$ cat src/rtl/div_seq_pkg.sv
// Shared types, opcode constants and helpers for the RV32M division sequencer.
package div_seq_pkg;

  localparam int DIV_W = 32;

  localparam logic [2:0] INST_DIV  = 3'b100;
  localparam logic [2:0] INST_DIVU = 3'b101;
  localparam logic [2:0] INST_REM  = 3'b110;
  localparam logic [2:0] INST_REMU = 3'b111;

  typedef enum logic [1:0] {
    DIV_IDLE = 2'b00,
    DIV_CALC = 2'b01,
    DIV_FIN  = 2'b10
  } div_state_e;

  function automatic logic [DIV_W-1:0] cond_neg(input logic neg, input logic [DIV_W-1:0] val);
    return neg ? (~val + 1'b1) : val;
  endfunction

endpackage

$ cat src/rtl/div_seq_step.sv
// One radix-2 restoring division iteration: shift in a dividend bit, trial-subtract the divisor.
module div_step #(
  parameter int DATA_W = 32
) (
  input  logic [DATA_W-1:0] rem_in,
  input  logic              dvd_msb,
  input  logic [DATA_W-1:0] divisor,
  output logic [DATA_W-1:0] rem_out,
  output logic              q_bit
);

  // The shifted partial remainder can reach 2*divisor-1, so compare on DATA_W+1 bits.
  logic [DATA_W:0] shifted;
  logic [DATA_W:0] diff;

  assign shifted = {rem_in, dvd_msb};
  assign diff    = shifted - {1'b0, divisor};
  assign q_bit   = (shifted >= {1'b0, divisor});
  assign rem_out = q_bit ? diff[DATA_W-1:0] : shifted[DATA_W-1:0];

endmodule

$ cat src/rtl/div_seq.sv
// Multi-cycle DIV/DIVU/REM/REMU sequencer for the execute stage, with stall request and flush.
module div_seq
  import div_seq_pkg::*;
#(
  parameter int DATA_W = DIV_W,
  parameter int CNT_W  = 5
) (
  input  logic              clk,
  input  logic              rst_n,
  input  logic              start_i,
  input  logic [2:0]        funct3_i,
  input  logic [DATA_W-1:0] dividend_i,
  input  logic [DATA_W-1:0] divisor_i,
  input  logic [4:0]        reg_waddr_i,
  input  logic              flush_i,
  output logic [DATA_W-1:0] result_o,
  output logic              ready_o,
  output logic [4:0]        reg_waddr_o,
  output logic              busy_o,
  output logic              stallreq_o
);

  div_state_e        state;
  logic [CNT_W-1:0]  cnt;
  logic [DATA_W-1:0] dvd;
  logic [DATA_W-1:0] rem;
  logic [DATA_W-1:0] divisor_r;
  logic              sign_q;
  logic              sign_r;
  logic              rem_sel;
  logic [4:0]        waddr_q;

  logic              accept;
  logic              signed_op;
  logic              a_neg;
  logic              b_neg;
  logic              div_zero;
  logic              overflow;
  logic [DATA_W-1:0] step_rem;
  logic              step_q;
  logic [DATA_W-1:0] fin_q;
  logic [DATA_W-1:0] fin_r;

  assign accept    = start_i & funct3_i[2] & ~flush_i;
  assign signed_op = ~funct3_i[0];
  assign a_neg     = signed_op & dividend_i[DATA_W-1];
  assign b_neg     = signed_op & divisor_i[DATA_W-1];
  assign div_zero  = (divisor_i == '0);
  assign overflow  = signed_op & (dividend_i == {1'b1, {(DATA_W-1){1'b0}}})
                                & (divisor_i == {DATA_W{1'b1}});

  assign busy_o     = (state != DIV_IDLE);
  assign stallreq_o = ((state == DIV_IDLE) & accept) | (state == DIV_CALC);

  div_step #(.DATA_W(DATA_W)) u_step (
    .rem_in  (rem),
    .dvd_msb (dvd[DATA_W-1]),
    .divisor (divisor_r),
    .rem_out (step_rem),
    .q_bit   (step_q)
  );

  // The dividend register doubles as the quotient: bits shift out the top as quotient bits shift in.
  assign fin_q = cond_neg(sign_q, {dvd[DATA_W-2:0], step_q});
  assign fin_r = cond_neg(sign_r, step_rem);

  always_ff @(posedge clk or negedge rst_n) begin
    if (!rst_n) begin
      state       <= DIV_IDLE;
      cnt         <= '0;
      dvd         <= '0;
      rem         <= '0;
      divisor_r   <= '0;
      sign_q      <= 1'b0;
      sign_r      <= 1'b0;
      rem_sel     <= 1'b0;
      waddr_q     <= '0;
      result_o    <= '0;
      ready_o     <= 1'b0;
      reg_waddr_o <= '0;
    end else if (flush_i) begin
      state   <= DIV_IDLE;
      cnt     <= '0;
      ready_o <= 1'b0;
    end else begin
      case (state)
        DIV_IDLE: begin
          ready_o <= 1'b0;
          if (accept) begin
            waddr_q   <= reg_waddr_i;
            rem_sel   <= funct3_i[1];
            sign_q    <= a_neg ^ b_neg;
            sign_r    <= a_neg;
            dvd       <= cond_neg(a_neg, dividend_i);
            divisor_r <= cond_neg(b_neg, divisor_i);
            rem       <= '0;
            cnt       <= '0;
            // Special cases bypass the iteration and are already in final form.
            if (div_zero) begin
              result_o    <= funct3_i[1] ? dividend_i : {DATA_W{1'b1}};
              reg_waddr_o <= reg_waddr_i;
              ready_o     <= 1'b1;
              state       <= DIV_FIN;
            end else if (overflow) begin
              result_o    <= funct3_i[1] ? '0 : {1'b1, {(DATA_W-1){1'b0}}};
              reg_waddr_o <= reg_waddr_i;
              ready_o     <= 1'b1;
              state       <= DIV_FIN;
            end else begin
              state <= DIV_CALC;
            end
          end
        end
        DIV_CALC: begin
          rem <= step_rem;
          dvd <= {dvd[DATA_W-2:0], step_q};
          cnt <= cnt + 1'b1;
          if (cnt == CNT_W'(DATA_W - 1)) begin
            result_o    <= rem_sel ? fin_r : fin_q;
            reg_waddr_o <= waddr_q;
            ready_o     <= 1'b1;
            state       <= DIV_FIN;
          end
        end
        DIV_FIN: begin
          ready_o <= 1'b0;
          state   <= DIV_IDLE;
        end
        default: begin
          ready_o <= 1'b0;
          state   <= DIV_IDLE;
        end
      endcase
    end
  end

endmodule

$ cat config.mk
export PLATFORM = sky130hd
export DESIGN_NAME = div_seq
export DESIGN_NICKNAME = d
export VERILOG_FILES = /design/src/rtl/div_seq_pkg.sv /design/src/rtl/div_seq_step.sv /design/src/rtl/div_seq.sv
export SDC_FILE = /design/constraint.sdc
export NUM_CORES = 1
export LEC_CHECK = 0
export ABC_AREA = 1
export BUFFER_PORTS_ARGS = -buffer_cell sky130_fd_sc_hd__buf_2
export CORE_UTILIZATION = 40
export CTS_CLUSTER_DIAMETER = 80
export DETAILED_ROUTE_END_ITERATION = 8
export MAX_ROUTING_LAYER = met4
export PLACE_DENSITY = 0.56
export RECOVER_POWER = 25
export SLEW_MARGIN = 20
export SYNTH_ARGS = -nofsm -noshare
export SYNTH_HDL_FRONTEND = slang
export SYNTH_HIERARCHICAL = 1
export SYNTH_SLANG_ARGS = --single-unit
$ cat constraint.sdc
create_clock -name clk -period 5.9 [get_ports clk]
set_input_delay 0.295 -clock clk [delete_from_list [all_inputs] [get_ports clk]]
set_output_delay 0.295 -clock clk [all_outputs]
set_load 0.01 [all_outputs]
---- Word-level counts from Yosys, hierarchy flattened ----
Index checks and enable logic that the tools add are counted.
storage, ports and cells
  bits of input ports ..................... 76
  output and inout bits ................... 40
  register bits after elaboration ......... 149
operators by class
  multiplexer cells ....................... 37
  reduce and logical (&&, ||, !) cells .... 10
  bitwise logic cells ..................... 15
  magnitude comparators ................... 1
  eq/ne operators ......................... 9
  add/sub/neg operators ................... 6
operators with widths
  kind                                                                     number
  32-bit two-way mux                                                       14
  32-bit case mux with 2 select lines                                      3
  32-bit by 1-bit adder with 32-bit output, second input constant          4
  32-bit inverter                                                          4
  32-bit equality test, second input constant                              2
  33-bit by 32-bit greater-or-equal comparator with 1-bit output           1
  32-bit zero test                                                         1
  32-bit subtractor                                                        1
  5-bit two-way mux                                                        6
  5-bit case mux with 2 select lines                                       2
  2-bit two-way mux                                                        5
  1-bit AND                                                                7
  3-bit inequality test, second input constant                             2
  3-bit AND reduction                                                      2
  5-bit by 1-bit adder with 5-bit output, second input constant            1
  5-bit equality test, second input constant                               1
  1-bit two-way mux                                                        5
  5-bit AND reduction                                                      1
  2-bit case mux with 2 select lines                                       1
  2-bit AND reduction                                                      2
  2-bit nonzero test                                                       2
  3-bit by 2-bit inequality test with 1-bit output, second input constant  1
  3-bit nonzero test                                                       1
  2-bit by 1-bit equality test with 1-bit output, second input constant    1
  7 further kinds                                                          8

---- Longest topological paths before layout ----
  word-level depth ........................ 8
  mapped depth ............................ 29

---- Modules after synthesis ----
The synthesis kept the hierarchy.
by module, submodules not included
  module    instances  area an instance (µm²)  cells an instance
  div_seq   1          10457.5                 1639
  div_step  1          3193.1                  652

---- Least setup slack after synthesis ----
Ideal clock, no wire load.
  path kind ............................... reg2reg
  from .................................... reg rem[2]
  to ...................................... reg result_o[20]
  period minus slack after synthesis ...... 3027 ps
  path slack .............................. 2873 ps
  library setup time ...................... 116 ps
  path buffers ............................ 0
  arrival ................................. 2911 ps
  cell stages (with the launch flop) ...... 27
  cells stage by stage .................... dfrtp_1 -> ha_1 -> nand2_2 -> inv_1 -> nand2_1 -> nand2_1 -> nand2_1 -> nand3_2 -> nand2_2 -> nand2_2 -> nand2_4 -> nand2_8 -> nand2_1 -> o21ai_0 -> inv_1 -> ha_1 -> nand3_1 -> nor2_1 -> nand2_1 -> nand2_1 -> nand2_1 -> nand2_1 -> nand3_1 -> nand3_1 -> nand2_1 -> nand2_1 -> nand2_1
between the ends
  cells in the longest elaborated chain, start to end .. 8
  elaborated cells on any way between the ends .. 12
RTL lines
  element                                                         RTL line            source
  start, declared                                                 div_seq.sv:26       logic [DATA_W-1:0] rem;
  start signal, assigned                                          div_seq.sv:115      rem <= step_rem;
  33-bit by 32-bit greater-or-equal comparator with 1-bit output  div_seq_step.sv:18  assign q_bit = (shifted >= {1'b0, divisor});
  32-bit two-way mux                                              div_seq_step.sv:19  assign rem_out = q_bit ? diff[DATA_W-1:0] : shifted[DATA_W-1:0];
  via step_rem[0]                                                 div_seq.sv:39       logic [DATA_W-1:0] step_rem;
  32-bit inverter                                                 div_seq_pkg.sv:18   return neg ? (~val + 1'b1) : val;
  32-bit by 1-bit adder with 32-bit output                        div_seq_pkg.sv:18
  32-bit two-way mux                                              div_seq_pkg.sv:18
  32-bit two-way mux                                              div_seq.sv:119      result_o <= rem_sel ? fin_r : fin_q;
  32-bit two-way mux                                              div_seq.sv:118      if (cnt == CNT_W'(DATA_W - 1)) begin
  32-bit case mux with 2 select lines                             div_seq.sv:86       case (state)
  end signal, assigned                                            div_seq.sv:100      result_o <= funct3_i[1] ? dividend_i : {DATA_W{1'b1}};
  end signal, assigned                                            div_seq.sv:105      result_o <= funct3_i[1] ? '0 : {1'b1, {(DATA_W-1){1'b0}}};
  end signal, assigned                                            div_seq.sv:119
  end, declared                                                   div_seq.sv:16       output logic [DATA_W-1:0] result_o,
The timed path passes the listed nets, and every way through them passes these cells. The select of a mux whose other input is x is not followed.
A chain may end at the register's enable or synchronous reset.

---- Worst setup path after layout ----
  from .................................... reg divisor_r[31]
  to ...................................... reg result_o[10]
between the ends
  cells in the longest elaborated chain, start to end .. 8
  elaborated cells on any way between the ends .. 11
RTL lines
  element                                                         RTL line            source
  start, declared                                                 div_seq.sv:27       logic [DATA_W-1:0] divisor_r;
  start signal, assigned                                          div_seq.sv:95       divisor_r <= cond_neg(b_neg, divisor_i);
  33-bit by 32-bit greater-or-equal comparator with 1-bit output  div_seq_step.sv:18
  via step_q                                                      div_seq.sv:40       logic step_q;
  32-bit two-way mux                                              div_seq_step.sv:19
  via step_rem[0]                                                 div_seq.sv:39
  32-bit inverter                                                 div_seq_pkg.sv:18
  32-bit by 1-bit adder with 32-bit output                        div_seq_pkg.sv:18
  32-bit two-way mux                                              div_seq_pkg.sv:18
  32-bit two-way mux                                              div_seq.sv:119
  32-bit two-way mux                                              div_seq.sv:118
  32-bit case mux with 2 select lines                             div_seq.sv:86
The timed path passes the listed nets, and every way through them passes these cells. The select of a mux whose other input is x is not followed.

==> run summary <==
Hold Path Depth - 3
Placed Cells - 2784
drt first pass iters - 8
total core area - 0.0335 sq mm
Synth-to-Final Area Change - 10.8%
GP Congestion - 1.00
peak supply drop - 0.291 mV
status - finished, final reports clean
Die ar. - 0.0349 sq mm
pwr dens - 645 mW/mm^2
WP data arrival - 4.75 ns
first-pass GRT wire length - 81400 um
Rel. slew slack - 25.8%
synthesized flop and latch total - 149
H-tree level count - 4
Synth Area per Inst - 5.96 sq um
I/O pins - 116
final hold violations - 0
Worst Tran Pin Value - 1.11 ns
most frequent cells in the layout - nand2_1 (803), inv_1 (286), nor2_1 (261)
vias - 14900
1st-iter DRT viols - 1509
vias in the first global route - 13900
highest clock rate - 229 MHz
CTS Buf Count - 17
# port buffers - 115
crit path launch type - register
worst reg2reg path depth - 21
DP HPWL - 39900 um
num rows - 67
CP Capture Type - register
CP Max Fanout - 37
die width - 187 um
Final ANT Viol Nets - 0
area share of the largest cell type after synthesis - 27.3%
Ys Warns - 6
R2R Path Start - divisor_r[31]
die height - 187 um
nets - 2472
final cell count without fillers - 2818
Worst Skew - 0.0184 ns
Initial Util - 40.7%
P_leak - 8.01 nW
Period Utilization, post-route - 73.9%
syn_nets - 2407
GRT overflow - 0
final core utilization - 45.1%
total wire length - 52100 um
sequential fraction of the synthesis area - 27.3%
Hold EP - waddr_q[1]
DR vias/cell - 5.30
initial antenna violation count - 0
RSZ-0062 raised after global routing - false
clk root buf - clkbuf_16
WHS - 0.0702 ns
largest net degree at the start of global routing - 87
Cells after Synth - 2291
worst-case clock buffer depth - 2
clock sink total - 149
worst hold start - reg_waddr_i[1]
CTS tree - yes
slack of the worst reg-to-reg path - 1.54 ns
post-CTS sizing - 0
crit path time final - 4.36 ns
clock slew at reported path FFs - 0.07 ns
area leader, netlist - dfrtp_1
setup TNS - 0 ns
Area contributors post-synth - dfrtp_1 (27%), nand2_1 (22%), inv_1 (7.9%), nand3_1 (7.4%), nor2_1 (7.3%)
Finish-stage setup viols - 0
Max Slew Vio Count - 0
number of remaining DRC errors - 0
main flop type after synthesis - dfrtp_1
GRT Resource Usage Total - 31.0%
R2R Path End - result_o[10]
number of flops mapped to enable cells by yosys - 0
Worst Setup Path Type - reg -> reg
worst hold path class - in -> reg
wire length per cell - 18.5 um
MaxCap Viol Count - 0
Clk Latency, worst-skew pair - 0.46 ns
Mapped Area - 0.0137 sq mm
most common cell after layout, fill and taps aside - nand2_1
required time of the critical path - 6.29 ns
layout cells sized above 1 - 8.86%
number of distinct library cells after synthesis - 47
fraction of registers with async set/reset - 100%
Fillers - 3760
metal layers:
metal | vias up | wire, um | share of wire (%) | GRT usage, %
li1 | 7408 | - | - | -
met1 | 6951 | 25000 | 48 | 44.2
met2 | 529 | 22800 | 44 | 45.9
met3 | 57 | 3170 | 6.1 | 3.65
met4 | 0 | 1160 | 2.2 | 8.80
met5 | - | 0 | 0 | -
area by class of cell:
type | instances | area, sq um | area share (%)
clock inverter | 12 | 165 | 1.09
sequential | 149 | 3730 | 24.6
multi-input combinational | 1764 | 8420 | 55.7
tap | 448 | 561 | 3.70
antenna | 1 | 2.50 | 0.0165
clock buffer | 20 | 457 | 3.02
timing repair buffer | 130 | 691 | 4.57
inverter | 294 | 1100 | 7.29
flip-flops by register name (all words and copies together) (netlist names), 2 cells and up:
signal / flops
state: 2
waddr_q: 5
cnt: 5
divisor_r: 32
rem: 32
dvd: 32
reg_waddr_o: 5
result_o: 32
synthesized netlist by cell type (18+ instances only):
| library cell | instances |
|---|---|
| a21oi_1 | 80 |
| buf_2 | 27 |
| dfrtp_1 | 149 |
| o21ai_0 | 145 |
| clkbuf_1 | 43 |
| nand2_1 | 804 |
| nand3_2 | 18 |
| nor2_1 | 264 |
| o31ai_1 | 31 |
| nand4_1 | 24 |
| inv_1 | 287 |
| nand3_1 | 202 |
| ha_1 | 39 |
| xor2_1 | 41 |
power breakdown:
| group | leakage [nW] | total (W) | switching [W] | internal, W |
|---|---|---|---|---|
| Combinational | 5.80 | 0.00671 | 0.00477 | 0.00194 |
| Clock | 0.300 | 0.00122 | 0.000525 | 0.000697 |
| Sequential | 1.91 | 0.00182 | 0.000374 | 0.00144 |
metrics by stage:
step	worst slack [ns]	power, W	cell area (sq um)
after global placement	1.68	0.00844	14500
after global routing	1.14	0.0106	15100
final	1.54	0.00975	15100
after floorplan	2.87	0.00644	13700
after CTS	1.67	0.00967	15100
after detailed placement	1.70	0.00841	14500
critical path, stage by stage (launching register included):
cell     delay, ns
dfrtp_1       0.37
inv_1         0.13
ha_1          0.39
inv_1         0.08
nor3_2        0.20
nand2_1       0.14
nor3_2        0.21
nand2_4       0.32
nand2_8       0.38
o21ai_0       0.16
inv_1         0.13
ha_1          0.20
nand3_1       0.15
nor2_1        0.38
nand2_1       0.14
nand2_1       0.22
nand2_1       0.09
nand3_1       0.13
nand3_1       0.10
o21ai_0       0.16
nand2_1       0.08
nand2_1       0.09
cells by family (layout without fill, tap and decap cells):
family,count (synthesis),in the layout,share of synthesized area [%]
AOI/OAI and AO/OA,290,290,11.8
xor gates and xnor gates,52,52,3.34
adders and majority gates,40,40,3.72
buffers and inverters,378,456,11.1
DFF,149,149,27.3
other,0,1,0
and+or+nand+nor,1382,1382,42.7
worst max-delay path by stage:
| stage | start | to | slack [ns] |
|---|---|---|---|
| 6_report | divisor_r[31] | result_o[10] | 1.54 |
| 3_3_place_gp | rem[28] | result_o[10] | 1.68 |
| 2_1_floorplan | rem[2] | result_o[20] | 2.87 |
| 4_1_cts | divisor_r[31] | result_o[10] | 1.67 |
| 3_5_place_dp | divisor_r[31] | result_o[10] | 1.70 |
| 5_1_grt | rem[28] | result_o[10] | 1.14 |
repair_timing:
item | CTS | global route
setup buffers | 0 | 0
hold buffers | 1 | 0
endpoints found under the hold margin | 79 | 0
Note: power is estimated with default switching activity, not from simulation.
